### config.mk
export PLATFORM = sky130hd
export DESIGN_NAME = mem_port_arbiter
export DESIGN_NICKNAME = d
export VERILOG_FILES = /design/src/rtl/mem_arb_pkg.sv /design/src/rtl/arb_wait_counter.sv /design/src/rtl/mem_port_arbiter.sv
export SDC_FILE = /design/constraint.sdc
export NUM_CORES = 1
export LEC_CHECK = 0
export ABC_AREA = 0
export ABC_CLOCK_PERIOD_IN_PS = 3300
export CORE_AREA = 2 2 109 111
export CTS_CLUSTER_DIAMETER = 80
export DETAILED_ROUTE_END_ITERATION = 12
export DIE_AREA = 0 0 111 113
export GPL_ROUTABILITY_DRIVEN = 0
export PLACE_DENSITY = 0.76
export SYNTH_ARGS = -nofsm -noshare
export SYNTH_HDL_FRONTEND = slang
export SYNTH_SLANG_ARGS = --single-unit
export TNS_END_PERCENT = 1
### constraint.sdc
create_clock -name i_clock -period 3.3 [get_ports i_clock]
set_clock_uncertainty 0.05 [all_clocks]
set_input_delay 0.66 -clock i_clock [delete_from_list [all_inputs] [get_ports i_clock]]
set_output_delay 0.66 -clock i_clock [all_outputs]
set_load 0.1 [all_outputs]
### src/rtl/mem_arb_pkg.sv
// mem_arb_pkg: shared types and default widths for the memory port arbiter
package mem_arb_pkg;
  localparam int DEF_DATA_WIDTH = 32;
  localparam int DEF_ADDRESS_BITS = 12;
  localparam int DEF_MAX_WAIT = 4;
  localparam int WAIT_BITS = 4;
  typedef enum logic {ST_PROGRAM, ST_RUN} state_e;
  typedef enum logic [1:0] {OWN_NONE, OWN_IF, OWN_D} owner_e;
endpackage

### src/rtl/arb_wait_counter.sv
// arb_wait_counter: saturating count of consecutive denied fetch cycles
module arb_wait_counter
  import mem_arb_pkg::*;
(
  input  logic                 i_clock,
  input  logic                 i_reset,
  input  logic                 i_inc,
  input  logic                 i_clr,
  input  logic [WAIT_BITS-1:0] i_limit,
  output logic                 o_at_limit
);
  logic [WAIT_BITS-1:0] r_cnt;
  always_ff @(posedge i_clock)
    if (!i_reset || i_clr) r_cnt <= '0;
    else if (i_inc && r_cnt < i_limit) r_cnt <= r_cnt + 1'b1;
  assign o_at_limit = r_cnt == i_limit;
endmodule

### src/rtl/mem_port_arbiter.sv
// mem_port_arbiter: shares one memory port between ISP, core data and core fetch
module mem_port_arbiter
  import mem_arb_pkg::*;
#(
  parameter int DATA_WIDTH   = DEF_DATA_WIDTH,
  parameter int ADDRESS_BITS = DEF_ADDRESS_BITS,
  parameter int MAX_WAIT     = DEF_MAX_WAIT
) (
  input  logic                    i_clock,
  input  logic                    i_reset,
  input  logic                    i_start,
  input  logic [ADDRESS_BITS-1:0] i_isp_address,
  input  logic [DATA_WIDTH-1:0]   i_isp_data,
  input  logic                    i_isp_write,
  input  logic                    i_if_req,
  input  logic [ADDRESS_BITS-1:0] i_if_addr,
  output logic                    o_if_grant,
  output logic                    o_if_rvalid,
  output logic [DATA_WIDTH-1:0]   o_if_rdata,
  input  logic                    i_d_req,
  input  logic                    i_d_we,
  input  logic [ADDRESS_BITS-1:0] i_d_addr,
  input  logic [DATA_WIDTH-1:0]   i_d_wdata,
  output logic                    o_d_grant,
  output logic                    o_d_rvalid,
  output logic [DATA_WIDTH-1:0]   o_d_rdata,
  output logic                    o_mem_en,
  output logic                    o_mem_we,
  output logic [ADDRESS_BITS-1:0] o_mem_addr,
  output logic [DATA_WIDTH-1:0]   o_mem_wdata,
  input  logic [DATA_WIDTH-1:0]   i_mem_rdata,
  output logic                    o_core_stall,
  output logic [31:0]             o_conflict_count
);
  state_e      r_state;
  owner_e      r_owner;
  logic [31:0] r_conflict;
  logic        w_run, w_at_limit, w_if_win, w_d_win;
  assign w_run = r_state == ST_RUN;
  // A starved fetch jumps ahead of data; the ISP always wins outright
  assign w_if_win = w_run && !i_isp_write && i_if_req && (w_at_limit || !i_d_req);
  assign w_d_win = w_run && !i_isp_write && i_d_req && !(i_if_req && w_at_limit);
  always_comb begin
    o_mem_en = i_isp_write || w_if_win || w_d_win;
    o_mem_we = i_isp_write || (w_d_win && i_d_we);
    o_mem_addr = i_isp_write ? i_isp_address : w_if_win ? i_if_addr : w_d_win ? i_d_addr : '0;
    o_mem_wdata = i_isp_write ? i_isp_data : w_d_win ? i_d_wdata : '0;
  end
  assign o_if_grant = w_if_win;
  assign o_d_grant = w_d_win;
  assign o_if_rvalid = r_owner == OWN_IF;
  assign o_d_rvalid = r_owner == OWN_D;
  assign o_if_rdata = i_mem_rdata;
  assign o_d_rdata = i_mem_rdata;
  assign o_core_stall = !w_run || (i_if_req && !w_if_win) || (i_d_req && !w_d_win);
  assign o_conflict_count = r_conflict;
  always_ff @(posedge i_clock)
    if (!i_reset) begin
      r_state <= ST_PROGRAM;
      r_owner <= OWN_NONE;
      r_conflict <= '0;
    end else begin
      if (r_state == ST_PROGRAM && i_start) r_state <= ST_RUN;
      r_owner <= w_if_win ? OWN_IF : (w_d_win && !i_d_we) ? OWN_D : OWN_NONE;
      if (w_run && i_if_req && i_d_req) r_conflict <= r_conflict + 32'd1;
    end
  arb_wait_counter u_wait (
    .i_clock(i_clock),
    .i_reset(i_reset),
    .i_inc(w_run && i_if_req && !w_if_win),
    .i_clr(w_if_win || !i_if_req),
    .i_limit(WAIT_BITS'(MAX_WAIT)),
    .o_at_limit(w_at_limit)
  );
endmodule

==> flow_summary.ini <==
[outcome]
status = completed

[yosys]
syn_inst = 369
seq_area_frac_synth_pct = 26.7
ys.flop_type = dfxtp_1
synth_edf_count = 0
syn_avg_cell_area_um2 = 7.92
synth_top_cell_area_share_pct = 26.7
ys_seq_elements = 39
ys_top_cells_by_count = 64 x buf_4, 39 x dfxtp_1, 32 x a22o_1
async_flop_share_pct = 0
ys_types = 42
yosys_warnings = 0
synth.most_common_cell = buf_4
syn_area_um2 = 2920
synth.area.top_cells = dfxtp_1 27%, buf_4 16%, a22o_1 9.6%
synth.largest_area_cell = dfxtp_1
syn_nets = 511

[power]
power_switching_w = 0.000638
max-vdd-ir-drop_uv = 208
leakage_nw = 1.99
p_comb_share_pct = 41.9
power_frac_seq_pct = 26.8
swShare_pct = 35.9
p_int_w = 0.00114
cellPowerDensity_nw_per_um2 = 346
clkPwrFrac_pct = 31.3

[global_routing]
grt_max_degree = 58
globalRouteOverflowTotal = 0
grt_pass1_vias = 3066
antenna_found_initial = 0
grt_pass1_wl_um = 17300
grt_usage_pct = 17.6

[clock_network]
cts-resized-gates = 0
cts_made_buffers = 5
postCtsSetupRepairBufs = 0
cts_tree = yes
clock_sinks = 39
clkTransAtPathRegs_ns = 0.06
htreeDepth = 2
clock_path_buffers = 2
hold_buffers = 0
root_buffer = clkbuf_16
clock_latency_ns = 0.28

[setup_path]
start_kind = primary input
path_class = primary input to output pin
path_max_fanout = 9
reg2reg_slack_ns = 1.16
cp.required_ns = 2.59
end_kind = output pin
worstPathArrival_ns = 2.40

[placement]
place_ws_ns = 0.198
io_buffers = 189
hpwl_um = 9840

[sta]
worst_pin_slew_ns = 0.574
fin_crit_sh_pct = 94.4
finalHoldViolCount = 0
rsz0062_at_grt = false
maxSlewHeadroom_pct = 61.8
period_minus_slack_ns = 3.11
fin_ws_ns = 0.186
setup_viol = 0
clock.fmax_mhz = 321
fin_tns_setup_ns = 0
slew_violations = 0

[drt]
drtIter0Drc = 219
ant_nets = 0
firstDrtPassIters = 4
drt-total-wl_um = 11800
vias = 3179
wl_per_cell_um = 18.6
drc = 0
via_per_inst = 5.01

[finish]
syn2layout_area_growth_pct = 75.5
antenna_cells = 0
layout-drive-gt1-share_pct = 24.2
nets = 632

[floorplanning]
initial_core_util_pct = 25.9
die_w_um = 111
die_h_um = 113
rows = 39
num_io_pins = 286
die_area_um2 = 12500
core_region_area_um2 = 11300

[run]
cap_violations = 0

[hold_path]
hp-class = flop to flop
## area by class of cell
class / count / area [um2]
Fill cell: 1065 / 6140
Timing Repair Buffer: 202 / 2400
Multi-Input combinational cell: 221 / 1520
Sequential cell: 39 / 781
Tap cell: 143 / 179
Clock buffer: 5 / 125
Inverter: 21 / 78.8
Clock inverter: 3 / 46.3
## layout by cell type (no fill, tap or decap), types with 4 or more instances in the layout
master and instances:
nor4_1 5, nand4_1 6, mux2i_1 8, dfxtp_1 39
buf_12 50, nand2b_1 5, nand3_1 10, a21oi_1 23
clkbuf_16 5, or3_1 6, and3_1 4, a22o_1 32
o31ai_1 12, buf_4 46, clkdlybuf4s50_1 105, nand2_1 21
a21oi_2 7, o21ai_0 6, a221oi_1 11, xnor2_1 5
nor2_1 17, xor2_1 4, or4_1 12, inv_1 20
## cells by family (layout without fill, tap and decap cells)
family | count (synthesis) | in the layout | synth area share, %
fa+ha+maj | 3 | 3 | 1.28
compound gates | 97 | 97 | 23.9
simple gates | 104 | 104 | 20.1
mux | 8 | 8 | 2.74
flops | 39 | 39 | 26.7
buf+inv | 109 | 231 | 22.6
xor+xnor | 9 | 9 | 2.70
## worst max-delay path: stages
cell,delay (ns)
clkdlybuf4s50_1,0.52
inv_1,0.09
o211a_1,0.29
buf_4,0.19
a221oi_1,0.35
a21oi_2,0.09
buf_12,0.20
## sequential cells by signal, indices dropped and copies added (netlist names)
name,flops
u_wait.r_cnt,4
r_state,1
o_conflict_count,32
r_owner,2
## worst paths after layout
check,startpoint,end,cells past startpoint
max,i_d_req,o_mem_addr[8],7
max reg2reg,o_conflict_count[4],o_conflict_count[30],5
min,u_wait.r_cnt[3],u_wait.r_cnt[3],2
min reg2reg,u_wait.r_cnt[3],u_wait.r_cnt[3],2
## power by group through the flow
stage / combinational, W / clock (W) / sequential, W
after floorplan: 0.000750 / 0 / 0.000491
after global placement: 0.000745 / 0 / 0.000486
after detailed placement: 0.000747 / 0 / 0.000486
after CTS: 0.000749 / 0.000571 / 0.000476
after global routing: 0.000765 / 0.000589 / 0.000476
final: 0.000745 / 0.000556 / 0.000476
## through the flow
| stage | util, % | hold slack [ns] | cell area, um2 | total power, W | instances |
|---|---|---|---|---|---|
| after global placement | 44.0 | 0.393 | 4960 | 0.00123 | 626 |
| after global routing | 45.5 | 0.450 | 5130 | 0.00183 | 634 |
| after CTS | 45.5 | 0.412 | 5130 | 0.00180 | 634 |
| after floorplan | - | 0.380 | 2960 | 0.00124 | 369 |
| final | 45.5 | 0.413 | 5130 | 0.00178 | 634 |
| after detailed placement | 44.0 | 0.402 | 4960 | 0.00123 | 626 |
## layer usage
layer	routed length (um)	track usage (%)
met1	4860	21.2
met2	5710	30.4
met3	850	4.55
met4	353	6.08
met5	0	0
Note: power is estimated with default switching activity, not from simulation.
